<file path="src/rtl/rf_write_arbiter.sv">
// Register-file write-port arbiter: writeback has fixed priority, long-latency results
// go through a one-entry holding buffer, and a busy scoreboard stalls decode on hazards.
module rf_write_arbiter #(
   parameter int XLEN         = 32,
   parameter int NREGS        = 32,
   parameter int AW           = 5,
   parameter int STARVE_LIMIT = 8
) (
   input  logic            clk,
   input  logic            rst_n,
   input  logic            wb_valid,
   input  logic [AW-1:0]   wb_addr,
   input  logic [XLEN-1:0] wb_data,
   input  logic            lu_valid,
   output logic            lu_ready,
   input  logic [AW-1:0]   lu_addr,
   input  logic [XLEN-1:0] lu_data,
   input  logic            iss_alloc,
   input  logic [AW-1:0]   iss_rd,
   input  logic            dec_valid,
   input  logic [AW-1:0]   dec_rs1,
   input  logic [AW-1:0]   dec_rs2,
   input  logic [AW-1:0]   dec_rd,
   output logic            dec_stall,
   output logic            rf_we,
   output logic [AW-1:0]   rf_waddr,
   output logic [XLEN-1:0] rf_wdata,
   output logic            sb_err
);

   localparam int CW = $clog2(STARVE_LIMIT + 1);
   localparam logic [CW-1:0] LIMIT_C = CW'(STARVE_LIMIT);

   logic            hold_valid;
   logic [AW-1:0]   hold_addr;
   logic [XLEN-1:0] hold_data;
   logic [NREGS-1:1] busy;
   logic [CW-1:0]   starve_cnt;
   logic            sb_err_q;

   logic [NREGS-1:0] busy_full;
   logic [NREGS-1:0] set_vec;
   logic [NREGS-1:0] clr_vec;
   logic [NREGS-1:0] busy_next;

   logic wb_eff;
   logic drain;
   logic accept;
   logic alloc_nz;
   logic starve;
   logic hazard;
   logic err_realloc;
   logic err_lu;
   logic err_wb;

   // x0 is folded in as a permanently idle bit so lookups need no special case
   assign busy_full = {busy, 1'b0};

   function automatic logic is_busy(input logic [AW-1:0] a);
      is_busy = (int'(a) < NREGS) ? busy_full[a] : 1'b0;
   endfunction

   assign wb_eff   = wb_valid && (wb_addr != '0);
   assign drain    = !wb_eff && hold_valid;
   assign lu_ready = rst_n && (!hold_valid || drain);
   assign accept   = lu_valid && lu_ready;
   assign alloc_nz = iss_alloc && (iss_rd != '0);
   assign starve   = (starve_cnt == LIMIT_C);

   always_comb begin
      set_vec = '0;
      clr_vec = '0;
      if (alloc_nz && (int'(iss_rd) < NREGS))
         set_vec[iss_rd] = 1'b1;
      if (drain && (int'(hold_addr) < NREGS))
         clr_vec[hold_addr] = 1'b1;
      clr_vec[0] = 1'b1;
      busy_next = (busy_full & ~clr_vec) | set_vec;
   end

   // A reallocation is legal only if the same register's old result drains this cycle
   always_comb begin
      err_realloc = alloc_nz && is_busy(iss_rd) && !(drain && (hold_addr == iss_rd));
      err_lu      = accept && !is_busy(lu_addr);
      err_wb      = wb_eff && is_busy(wb_addr);
   end

   always_comb begin
      hazard    = is_busy(dec_rs1) || is_busy(dec_rs2) || is_busy(dec_rd);
      dec_stall = rst_n && ((dec_valid && hazard) || starve);
   end

   // Writeback owns the port whenever it writes a real register; hold drains otherwise
   always_comb begin
      rf_we    = 1'b0;
      rf_waddr = '0;
      rf_wdata = '0;
      if (rst_n) begin
         if (wb_eff) begin
            rf_we    = 1'b1;
            rf_waddr = wb_addr;
            rf_wdata = wb_data;
         end else if (hold_valid) begin
            rf_we    = 1'b1;
            rf_waddr = hold_addr;
            rf_wdata = hold_data;
         end
      end
   end

   assign sb_err = sb_err_q;

   always_ff @(posedge clk or negedge rst_n) begin
      if (!rst_n) begin
         hold_valid <= 1'b0;
         hold_addr  <= '0;
         hold_data  <= '0;
         busy       <= '0;
         starve_cnt <= '0;
         sb_err_q   <= 1'b0;
      end else begin
         if (accept) begin
            hold_valid <= 1'b1;
            hold_addr  <= lu_addr;
            hold_data  <= lu_data;
         end else if (drain) begin
            hold_valid <= 1'b0;
         end
         busy <= busy_next[NREGS-1:1];
         if (drain)
            starve_cnt <= '0;
         else if (hold_valid && (starve_cnt != LIMIT_C))
            starve_cnt <= starve_cnt + 1'b1;
         if (err_realloc || err_lu || err_wb)
            sb_err_q <= 1'b1;
      end
   end

endmodule

</file>
<file path="config.mk">
export PLATFORM = sky130hd
export DESIGN_NAME = rf_write_arbiter
export DESIGN_NICKNAME = d
export VERILOG_FILES = /design/src/rtl/rf_write_arbiter.sv
export SDC_FILE = /design/constraint.sdc
export NUM_CORES = 1
export LEC_CHECK = 0
export BUFFER_PORTS_ARGS = -buffer_cell sky130_fd_sc_hd__buf_2
export CAP_MARGIN = 20
export CORE_MARGIN = 5
export CORE_UTILIZATION = 49
export DETAILED_ROUTE_END_ITERATION = 16
export MAX_ROUTING_LAYER = met4
export PLACE_DENSITY = 0.73
export SETUP_SLACK_MARGIN = 0.1
export SYNTH_ARGS = -nofsm -noshare
export SYNTH_HDL_FRONTEND = slang
export SYNTH_SLANG_ARGS = --single-unit
</file>
<file path="constraint.sdc">
create_clock -name clk -period 2.8 [get_ports clk]
set_input_delay 0.42 -clock clk [delete_from_list [all_inputs] [get_ports clk]]
set_output_delay 0.42 -clock clk [all_outputs]
set_load 0.02 [all_outputs]
</file>
* Yosys cells after proc, flatten, opt, wreduce, memory -nomap -nowiden
Index checks and enable logic that the tools add are counted.
** Storage, ports and cells
- ROM bits :: 0
- Output and inout port bits :: 41
- Memories :: 0
- Latch bits :: 0
- Memory bits (writable) :: 0
- Flip-flop bits (word level) :: 74
- Bits of input ports :: 100
- Word-level logic and storage cells :: 82
** Operators by class
- Eq/ne operators :: 3
- Add/sub/neg operators :: 1
- Magnitude comparators :: 9
- Multipliers :: 0
- Shifts and indexed selects :: 0
- Mux-type cells :: 31
- Reductions and logical operators :: 29
- Div/mod/pow operators :: 0
- Bitwise logic cells :: 3
** Operators by type and width (count)
- $mux W32 :: 5
- $lt A5 B6 Y1 const B :: 7
- $and A32 B32 Y32 :: 1
- $not A32 Y32 :: 1
- $or A32 B32 Y32 :: 1
- $bmux W1 S5 :: 6
- $logic_and A1 B1 Y1 :: 15
- $mux W5 :: 3
- $mux W1 :: 13
- $demux W1 S5 :: 2
- $ge A5 B1 Y1 const B :: 2
- $reduce_bool A5 Y1 :: 2
- $mux W4 :: 2
- $logic_or A1 B1 Y1 :: 6
- $eq A5 B5 Y1 :: 1
- $add A4 B1 Y4 const B :: 1
- $eq A4 B4 Y1 const B :: 1
- $logic_not A1 Y1 :: 4
- $ne A4 B4 Y1 const B :: 1
- $reduce_bool A2 Y1 :: 2

* Logic depth before layout (Yosys ltp)
Gate-level depths: netlist of the first run.
- Depth in word-level cells :: 10
- Depth in mapped cells :: 8
- Mapped depth without buffers :: 6

* Worst setup path before layout of the first run
Ideal clock, no wire load.
- Path type :: in2out
- Start :: in wb_addr[2]
- End :: out rf_waddr[0]
- Buffers on the path :: 3
- Slack :: 279 ps
- Stages :: 7
- Required time :: 2380 ps
- Data arrival time :: 2101 ps
- Cells stage by stage :: buf_6 > or2_4 > o41ai_4 > buf_2 > buf_2 > nand3_1 > a21boi_0
** Between the ends
- Cells in the longest elaborated chain, start to end :: 4
** RTL lines
- from (decl) :: RTL line 12 : input logic [AW-1:0] wb_addr,
- $reduce_bool A5 Y1 :: RTL line 63 : assign wb_eff = wb_valid && (wb_addr != '0);
- $logic_and A1 B1 Y1 :: RTL line 63
- $mux W5 :: RTL line 99 : if (wb_eff) begin
- $mux W5 :: RTL line 98 : if (rst_n) begin
- to (decl) :: RTL line 26 : output logic [AW-1:0] rf_waddr,
No other way between the ends.

* Final worst setup path of the first run
- Start :: reg busy[31] (netlist bit)
- End :: out dec_stall
** Between the ends
- Cells in the longest elaborated chain, start to end :: 7
- Elaborated cells on any way between the ends :: 11
- Those cells by class :: mux (6); reduce/logical (5)
** RTL lines
- from (decl) :: RTL line 37 : logic [NREGS-1:1] busy;
- from (signal assigned) :: RTL line 129 : busy <= busy_next[NREGS-1:1];
- $bmux W1 S5 :: RTL line 60 : is_busy = (int'(a) < NREGS) ? busy_full[a] : 1'b0;
- $mux W1 (implied by the code) :: RTL line 60
- $logic_or A1 B1 Y1 :: RTL line 89 : hazard = is_busy(dec_rs1) || is_busy(dec_rs2) || is_busy(dec_rd);
- $logic_or A1 B1 Y1 * :: RTL line 89
- $logic_and A1 B1 Y1 * :: RTL line 90 : dec_stall = rst_n && ((dec_valid && hazard) || starve);
- $logic_or A1 B1 Y1 * :: RTL line 90
- $logic_and A1 B1 Y1 * :: RTL line 90
- to (decl) :: RTL line 24 : output logic dec_stall,
Mark *: on every way between the ends. The rest lies on a longest branch, timed or not. The select of a mux whose other input is x is not followed.

==> flow_metrics.py, run 1 <==
metrics = {
    "status": {
        "outcome": "finished clean",
    },
    "clock_network": {
        "cts_made_buffers": 9,
        "cts_tree": "yes",
        "cts_buffer_depth": 2,
        "cts.sink_count": 74,
        "cts-root-buf": "clkbuf_16",
        "path_clk_slew_ps": 60,
        "clk_latency_ps": 330,
        "htree_levels": 3,
    },
    "critical_path": {
        "r2r_cells": 5,
        "cp_max_fo": 7,
        "required_ps": 2380,
        "worst_r2r_startpoint": "busy[15]",
        "reg2reg_to": "sb_err",
        "r2r_slack_ps": 660,
        "slowest_stage": "mux4_2",
        "end_kind": "output port",
        "cp_cell_sequence": "mux4_2 > mux2_2 > a311oi_1 > a31oi_1 > buf_4",
        "worst-setup-path-type": "register to output port",
        "critPathLaunchType": "register",
        "cp.arrival_ps": 2180,
        "cpPeakStageDelay_ps": 520,
    },
    "job": {
        "maxCapViolCount": 0,
    },
    "global_routing": {
        "grt-ovfl-total": 0,
        "antenna_found_initial": 1,
        "grt_max_degree": 42,
        "grt_pass1_wl_mm": 27.2,
        "grt_use_total_pct": 26.6,
        "grt_pass1_vias": 5227,
    },
    "detailed_routing": {
        "drc": 0,
        "drt-total-wl_mm": 17.3,
        "vias": 5193,
        "drt.antenna.violating_nets": 0,
        "dr.first_iter.drc_count": 494,
        "routed_via_density": 6.40,
        "dr.pass1.iters": 5,
        "drt-wirelength-per-cell_um": 21.3,
    },
    "floorplan": {
        "dieArea_um2": 13500,
        "fp.coreArea_um2": 11000,
        "pin_count": 141,
        "initial_core_util_pct": 50.5,
        "rows": 38,
        "dieHeight_um": 116,
        "chipWidth_um": 116,
    },
    "logic_synthesis": {
        "async_reset_ff_share_pct": 100,
        "synth_seq_area_share_pct": 33.4,
        "synth_area_per_cell_um2": 10.2,
        "synthMuxAreaShare_pct": 28.2,
        "synthesis.nets": 645,
        "synth_compound_area_share_pct": 16.2,
        "yosysMostFrequentCell": "dfrtp_1",
        "synthSimpleGateAreaFrac_pct": 16.6,
        "yosysTopAreaCell": "dfrtp_1",
        "synth_xor_area_share_pct": 0.790,
        "syn_inst": 543,
        "synthTopCellsByCount": "dfrtp_1 (74), nand2_1 (69), nand3_1 (47)",
        "synth_top_area_share_pct": 33.4,
        "synth_seq_cells": 74,
        "synth_top_family_by_area": "multiplexers",
        "synthFlopType": "dfrtp_1",
        "syn_area_um2": 5540,
        "yosysWarnings": 0,
        "netlist_top_cells_area": "dfrtp_1 (33%), mux4_2 (15%), mux2_2 (5.1%)",
        "synth-edff-count": 0,
        "ys_types": 61,
        "synth_adder_area_share_pct": 0.452,
    },
    "sta": {
        "tightest_slew_ps": 621,
        "period_minus_slack_ps": 2600,
        "hold_viol": 0,
        "drv_slew": 0,
        "skew_ps": 5.17,
        "rsz0062_at_grt": "false",
        "slew_headroom_pct": 58.6,
        "hold-worst-slack_ps": 298,
        "setup_viol": 0,
        "worst_slack_ps": 199,
        "max_freq_ghz": 0.385,
        "setup_tns_ps": 0,
        "post-route-period-util_pct": 92.9,
    },
    "placement": {
        "placed_area_um2": 6310,
        "port_buffers": 140,
        "gp_routability_congestion": 0.969,
        "place_ws_ps": 305,
        "dpl.hpwl_mm": 12.5,
    },
    "cells_and_area": {
        "final_util_pct": 60.8,
        "drive_above_1_share_pct": 36.7,
        "syn2layout_area_growth_pct": 20.6,
        "design_area_um2": 6680,
        "nNetsFinal": 768,
    },
    "hold_path": {
        "hp-start": "lu_data[20]",
        "hold_end": "hold_data[20]",
        "holdCritPathClass": "input port to register",
        "hold_depth": 2,
    },
    "power_and_ir_drop": {
        "p_per_area_nw_per_um2": 652,
        "vdd_drop_max_v": 0.000314,
        "p_leak_nw": 2.84,
    },
}
[final cells by class]
cell class                      instances  area [µm²]
Antenna cell                            1        2.50
Timing Repair Buffer                  158         881
Clock inverter                          5        56.3
Tap cell                              140         175
Sequential cell                        74        1860
Clock buffer                           10         229
Fill cell                             921        4300
Multi-Input combinational cell        418        3460
Inverter                                5        18.8
[registers in the layout (all words and copies together), names as in the netlist]
signal / count
hold_data: 32
busy: 31
hold_addr: 5
starve_cnt: 4
hold_valid: 1
sb_err: 1
[cell usage in the layout (no fill, tap or decap), drive strengths merged, types with 4 or more instances in the layout]
master and instances:
o31ai 7, nor3b 9, o21ai 25, clkbuf 10
buf 157, nor2b 12, nand2b 8, a22o 9
inv 5, a21oi 11, o2bb2ai 9, nand3b 4
nor2 12, a21boi 36, nor3 7, mux4 38
nand2 70, mux2 44, dfrtp 74, mux2i 21
nand3 47
[metrics by stage]
| stage | total power [W] | std cells |
|---|---|---|
| after floorplan | 0.00257 | 543 |
| after CTS | 0.00426 | 802 |
| final | 0.00436 | 811 |
| after global routing | 0.00455 | 811 |
| after detailed placement | 0.00312 | 786 |
| after global placement | 0.00307 | 786 |
[what timing repair did]
item | 4_1_cts | 5_1_grt
gates resized for setup | 0 | 9
hold buffers | 1 | 0
setup buffers | 0 | 8
hold endpoints to repair | 12 | 0
setup endpoints to repair | 0 | 1
[where the power goes]
group,internal (W),switching (W)
registers,0.00133,0.000517
clock network,0.000683,0.000444
logic,0.000798,0.000589
total,0.00281,0.00155
[per-layer routing]
layer	global-route usage, %	routed length, µm	vias up
met2	40.8	8220	326
met5	-	0	-
met3	5.91	1830	58
li1	-	-	2308
met1	34.6	6710	2501
met4	9.98	546	0
[critical path: cells and delay by family, from the launching register on]
family / cells / cell delay [ps]
muxes: 2 / 810
DFF: 1 / 500
AOI/OAI and AO/OA: 2 / 380
buffers and inverters: 1 / 170
[kinds of logic (layout without fill, tap and decap cells)]
family / count (synthesis) / in the layout
other cells: 0 / 1
mux: 103 / 103
flops: 74 / 74
fa+ha+maj: 2 / 2
xor+xnor: 5 / 5
buf+inv: 51 / 178
compound gates: 123 / 123
simple gates: 185 / 185
[worst max-delay path by stage]
stage,endpoint,startpoint,cells after the start,slack (ps)
finish,dec_stall,busy[31],5,200
global route,dec_stall,busy[23],7,100
CTS,dec_stall,busy[19],7,140
detailed placement,rf_wdata[19],wb_addr[2],7,310
global placement,rf_wdata[6],wb_addr[2],7,350
floorplan,rf_waddr[0],wb_addr[2],7,280
(Power assumes the default switching activity.)
==> run 2, diff against run 1 <==
Settings changed: ABC_AREA from default to 1.
==> run 2 against run 1 <==
Net effect:
- sequential power shrank 5%
- clock power up 4%
- die area decreased by 0.50%
- routed wire length up 12%
- hold slack got worse by 290 ps
- flip-flop and latch count unchanged
- count of clock-buffer cells in the layout shrank 1
- global-route usage up 3.2 points
- sequential share of layout area up 0.70 points
- largest power group unchanged
==> flow_metrics.py, run 2 <==
metrics = {
    "detailed_routing": {
        "routed_via_density": 5.55,
        "drt-total-wl_mm": 19.3,
        "dr.pass1.iters": 6,
        "vias": 6293,
        "drt.antenna.violating_nets": 0,
        "dr.first_iter.drc_count": 647,
        "drc": 0,
        "drt-wirelength-per-cell_um": 17.1,
    },
    "sta": {
        "setup_tns_ps": 0,
        "post-route-period-util_pct": 89.0,
        "slew_headroom_pct": 60.9,
        "skew_ps": 8.64,
        "max_freq_ghz": 0.401,
        "tightest_slew_ps": 587,
        "hold_viol": 0,
        "drv_slew": 0,
        "setup_viol": 0,
        "rsz0062_at_grt": "false",
        "period_minus_slack_ps": 2490,
    },
    "power_and_ir_drop": {
        "p_leak_nw": 3.34,
        "p_per_area_nw_per_um2": 634,
        "vdd_drop_max_v": 0.000379,
    },
    "floorplan": {
        "initial_core_util_pct": 50.4,
        "pin_count": 141,
        "chipWidth_um": 116,
        "rows": 38,
        "dieArea_um2": 13500,
        "dieHeight_um": 116,
        "fp.coreArea_um2": 10900,
    },
    "cells_and_area": {
        "num-fill-cells": 1110,
        "diodes": 0,
        "largest_reg_flops": 32,
        "layout_common_cells": "nand2_1 (326), buf_2 (139), nand3_1 (105)",
        "syn2layout_area_growth_pct": 17.8,
        "regMostFlops": "hold_data",
        "drive_above_1_share_pct": 18.0,
        "layout_commonest_cell": "nand2_1",
        "reg.largest.list": "hold_data: 32 flops, busy: 31 flops, hold_addr: 5 flops",
        "nNetsFinal": 1090,
        "final_util_pct": 59.4,
    },
    "logic_synthesis": {
        "synthesis.nets": 978,
        "syn_area_um2": 5510,
        "synth_area_per_cell_um2": 6.29,
        "syn_inst": 876,
        "yosysTopAreaCell": "dfrtp_1",
        "synth_top_area_share_pct": 33.6,
        "yosysWarnings": 0,
        "synth_seq_area_share_pct": 33.6,
        "yosysMostFrequentCell": "nand2_1",
        "synthTopCellsByCount": "nand2_1 (326), nand3_1 (105), o21ai_0 (98)",
        "synthFlopType": "dfrtp_1",
        "synth_seq_cells": 74,
        "ys_types": 29,
        "netlist_top_cells_area": "dfrtp_1 (34%), nand2_1 (22%), nand3_1 (9.5%)",
        "async_reset_ff_share_pct": 100,
        "synth-edff-count": 0,
    },
    "critical_path": {
        "critPathLaunchType": "register",
        "required_ps": 2380,
        "cp_max_fo": 5,
        "end_kind": "output port",
        "worst-setup-path-type": "register to output port",
        "cp.arrival_ps": 2070,
    },
    "placement": {
        "gp_routability_congestion": 0.987,
        "port_buffers": 140,
        "dpl.hpwl_mm": 14.1,
    },
    "global_routing": {
        "grt_use_total_pct": 29.8,
        "antenna_found_initial": 0,
        "grt_pass1_wl_mm": 30.4,
        "grt_max_degree": 48,
        "grt_pass1_vias": 5771,
        "grt-ovfl-total": 0,
    },
    "job": {
        "maxCapViolCount": 0,
    },
    "clock_network": {
        "clk_latency_ps": 330,
        "ctsResizeCount": 0,
        "cts_buffer_depth": 2,
        "postCtsSetupRepairBufs": 0,
        "cts-root-buf": "clkbuf_16",
        "htree_levels": 3,
        "cts.sink_count": 74,
        "path_clk_slew_ps": 60,
        "cts_tree": "yes",
        "cts_made_buffers": 9,
        "cts_hold_buffers": 0,
    },
    "hold_path": {
        "holdCritPathClass": "input port to async pin",
    },
    "status": {
        "outcome": "finished clean",
    },
}
-- run 2: where the power goes --
part	total, W	internal (W)	switching [W]
Clock	0.00117	0.000696	0.000474
Combinational	0.00121	0.000422	0.000783
Sequential	0.00174	0.00131	0.000433
-- run 2: cell families after synthesis --
kind of cell             share of synthesized area (%)
XOR/XNOR                                         0.159
AO/OA/AOI/OAI                                     19.6
flip-flops                                        33.6
adder cells (fa/ha/maj)                          0.454
buffers and inverters                             9.94
AND/OR/NAND/NOR                                   36.3
-- run 2: metal layers --
layer	up-vias	global-route usage, %	share of wire, %
met2	330	46.0	46
met4	0	10.9	3.2
met3	45	5.95	9.3
met5	-	-	0
li1	3114	-	-
met1	2804	38.8	42
-- run 2: worst paths after layout --
check	endpoint	depth (start not counted)	start	slack, ps
setup / recovery	dec_stall	13	busy[2]	310
hold / removal	hold_data[5]	1	rst_n	8
setup reg to reg	sb_err	9	busy[23]	1180
hold reg to reg	hold_data[30]	2	hold_data[30]	470
max in group asynchronous	hold_data[18]	2	rst_n	1860
min in group clk	hold_data[23]	3	lu_data[23]	280
-- run 2: cell type report --
| class | instances | area [µm²] | share of cell area, % |
|---|---|---|---|
| repair buffers | 145 | 766 | 11.8 |
| multi-input cells | 682 | 3110 | 47.9 |
| clock buffers | 9 | 225 | 3.47 |
| flip-flops and latches | 74 | 1850 | 28.5 |
| inverters | 76 | 285 | 4.39 |
| well taps | 140 | 175 | 2.70 |
| clock inverters | 7 | 76.3 | 1.18 |
-- run 2: worst max-delay path, cell delays in order (launching register included) --
cell and delay (ps):
dfrtp_1 570, inv_1 190, nand2_1 90, nand3_1 60
nand3_1 70, nand3_1 70, nand2_1 70, nand2_1 40
nand2_1 60, nor2_1 50, nand2_1 60, nand2_1 90
a21oi_1 140, buf_2 180
-- run 2: through the flow --
| stage | hold WS, ps | setup slack, ps | power (W) | cell area (µm²) | std cells |
|---|---|---|---|---|---|
| after floorplan | 124 | 741 | 0.00237 | 5510 | 876 |
| after global placement | 369 | 494 | 0.00291 | 6190 | 1117 |
| after detailed placement | 370 | 431 | 0.00292 | 6190 | 1117 |
| after CTS | 16.5 | 317 | 0.00409 | 6490 | 1133 |
| after global routing | 43.0 | 161 | 0.00435 | 6490 | 1133 |
| final | 7.55 | 309 | 0.00412 | 6490 | 1133 |
==> run 3, diff against run 2 <==
Settings changed: CORE_MARGIN 5 to 3.
==> run 3 against run 2 <==
Net effect:
- hold slack better by 270 ps
- highest routed layer unchanged
- non-clock buffer count grew 6
- total power rose by 0.26%
- critical path type unchanged
- via count up 2.0%
- flip-flop and latch count did not move
- global-route usage increased by 1.3 points
- die area fell by 6.8%
- cell count up 0.53%
- largest power group unchanged
- core utilization increased by 0.33 points
==> flow_metrics.py, run 3 (synthesis gave the netlist of run 2 again) <==
metrics = {
    "cells_and_area": {
        "reg.largest.list": "hold_data: 32 flops, busy: 31 flops, hold_addr: 5 flops",
        "fin_cells": 1139,
        "diodes": 0,
        "final-seq-area_um2": 1850,
        "nNetsFinal": 1096,
        "drive_above_1_share_pct": 18.4,
        "layout_commonest_cell": "nand2_1",
        "multiInputGateArea_um2": 3110,
        "layout_common_cells": "nand2_1 (326), buf_2 (139), nand3_1 (105)",
        "syn2layout_area_growth_pct": 18.4,
        "num-fill-cells": 1149,
        "largest_reg_flops": 32,
        "regMostFlops": "hold_data",
    },
    "sta": {
        "hold_viol": 0,
        "worst_slack_ps": 341,
        "skew_ps": 5.72,
        "period_minus_slack_ps": 2460,
        "drv_slew": 0,
        "setup_viol": 0,
        "tightest_slew_ps": 941,
        "slew_headroom_pct": 37.3,
        "setup_tns_ps": 0,
        "post-route-period-util_pct": 87.8,
        "max_freq_ghz": 0.407,
        "rsz0062_at_grt": "false",
    },
    "power_and_ir_drop": {
        "finalPower_w": 0.00413,
        "p_switching_w": 0.00167,
        "power_frac_comb_pct": 29.2,
        "p_int_w": 0.00245,
        "pwr-share-clk_pct": 28.4,
        "p_seq_share_pct": 42.3,
        "p_per_area_nw_per_um2": 632,
        "p_leak_nw": 3.36,
        "p_sw_share_pct": 40.6,
        "vdd_drop_max_v": 0.000301,
    },
    "detailed_routing": {
        "drc": 0,
        "dr.pass1.iters": 5,
        "drt.antenna.violating_nets": 0,
        "vias": 6419,
        "dr.first_iter.drc_count": 681,
        "drt-total-wl_mm": 19.1,
        "drt-wirelength-per-cell_um": 16.8,
        "routed_via_density": 5.64,
    },
    "hold_path": {
        "holdCritPathClass": "input port to register",
    },
    "floorplan": {
        "dieArea_um2": 12600,
        "rows": 38,
        "fp.coreArea_um2": 10900,
        "chipWidth_um": 112,
        "dieHeight_um": 112,
        "pin_count": 141,
        "initial_core_util_pct": 50.4,
    },
    "global_routing": {
        "grt-ovfl-total": 0,
        "grt_pass1_wl_mm": 30.4,
        "grt_pass1_vias": 5878,
        "antenna_found_initial": 0,
        "grt_max_degree": 75,
        "grt_use_total_pct": 31.1,
    },
    "status": {
        "outcome": "finished clean",
    },
    "critical_path": {
        "worst-setup-path-type": "register to output port",
        "cp.arrival_ps": 2040,
        "critPathLaunchType": "register",
        "end_kind": "output port",
        "cp_max_fo": 7,
        "required_ps": 2380,
    },
    "job": {
        "maxCapViolCount": 0,
    },
    "clock_network": {
        "path_clk_slew_ps": 60,
        "postCtsSetupRepairBufs": 0,
        "cts_hold_buffers": 0,
        "clk_latency_ps": 340,
        "htree_levels": 3,
        "cts_made_buffers": 9,
        "ctsResizeCount": 0,
        "cts_buffer_depth": 2,
        "cts-root-buf": "clkbuf_16",
        "cts_tree": "yes",
        "cts.sink_count": 74,
    },
    "placement": {
        "placed_cells": 1123,
        "port_buffers": 140,
        "gp_routability_congestion": 0.990,
        "dpl.hpwl_mm": 14.0,
        "place_ws_ps": 402,
    },
}
run 3: worst max-delay path: stages, from the launching register on:
cell      delay [ps]
dfrtp_1          630
nand2_1           90
a21oi_1          140
nand2_1           60
nand3_1           80
nand3b_1          80
nand2_1          110
nor2_1            70
nand2_1           50
nand2_1           80
a21oi_1          140
buf_2            180
run 3: final cells by class:
cell class	count	area share (%)
repair buffers	151	12.2
flip-flops and latches	74	28.4
inverters	76	4.37
well taps	140	2.68
clock inverters	5	0.958
multi-input cells	682	47.7
clock buffers	11	3.72
run 3: power by group through the flow:
stage	combinational (W)	clock [W]	sequential (W)
floorplan	0.000858	0	0.00151
global placement	0.00118	0	0.00174
detailed placement	0.00119	0	0.00173
CTS	0.00120	0.00119	0.00172
global route	0.00137	0.00124	0.00176
finish	0.00121	0.00117	0.00175
run 3: path summary, 6_finish.rpt:
kind / from / cells after the start / end / slack, ps
max in group asynchronous: rst_n / 2 / busy[3] / 1840
worst min-delay path: lu_data[11] / 3 / hold_data[11] / 280
worst min register to register: hold_data[3] / 2 / hold_data[3] / 470
min in group asynchronous: rst_n / 2 / hold_data[26] / 340
worst max register to register: hold_valid / 6 / busy[1] / 1030
worst max-delay path: busy[1] / 11 / dec_stall / 340
run 3: per-layer routing:
layer  track usage [%]  part of all wire [%]
met1              40.8                    41
met2              47.3                    45
met3              7.12                    10
met4              11.7                   3.7
met5                 -                     0
run 3: metrics by stage:
stage          utilization (%)  hold slack, ps  cell area [µm²]
2_1_floorplan                -             124             5510
3_3_place_gp              56.9             455             6220
3_5_place_dp              56.9             461             6220
4_1_cts                   59.7             272             6530
5_1_grt                   59.7             277             6530
6_report                  59.7             278             6530
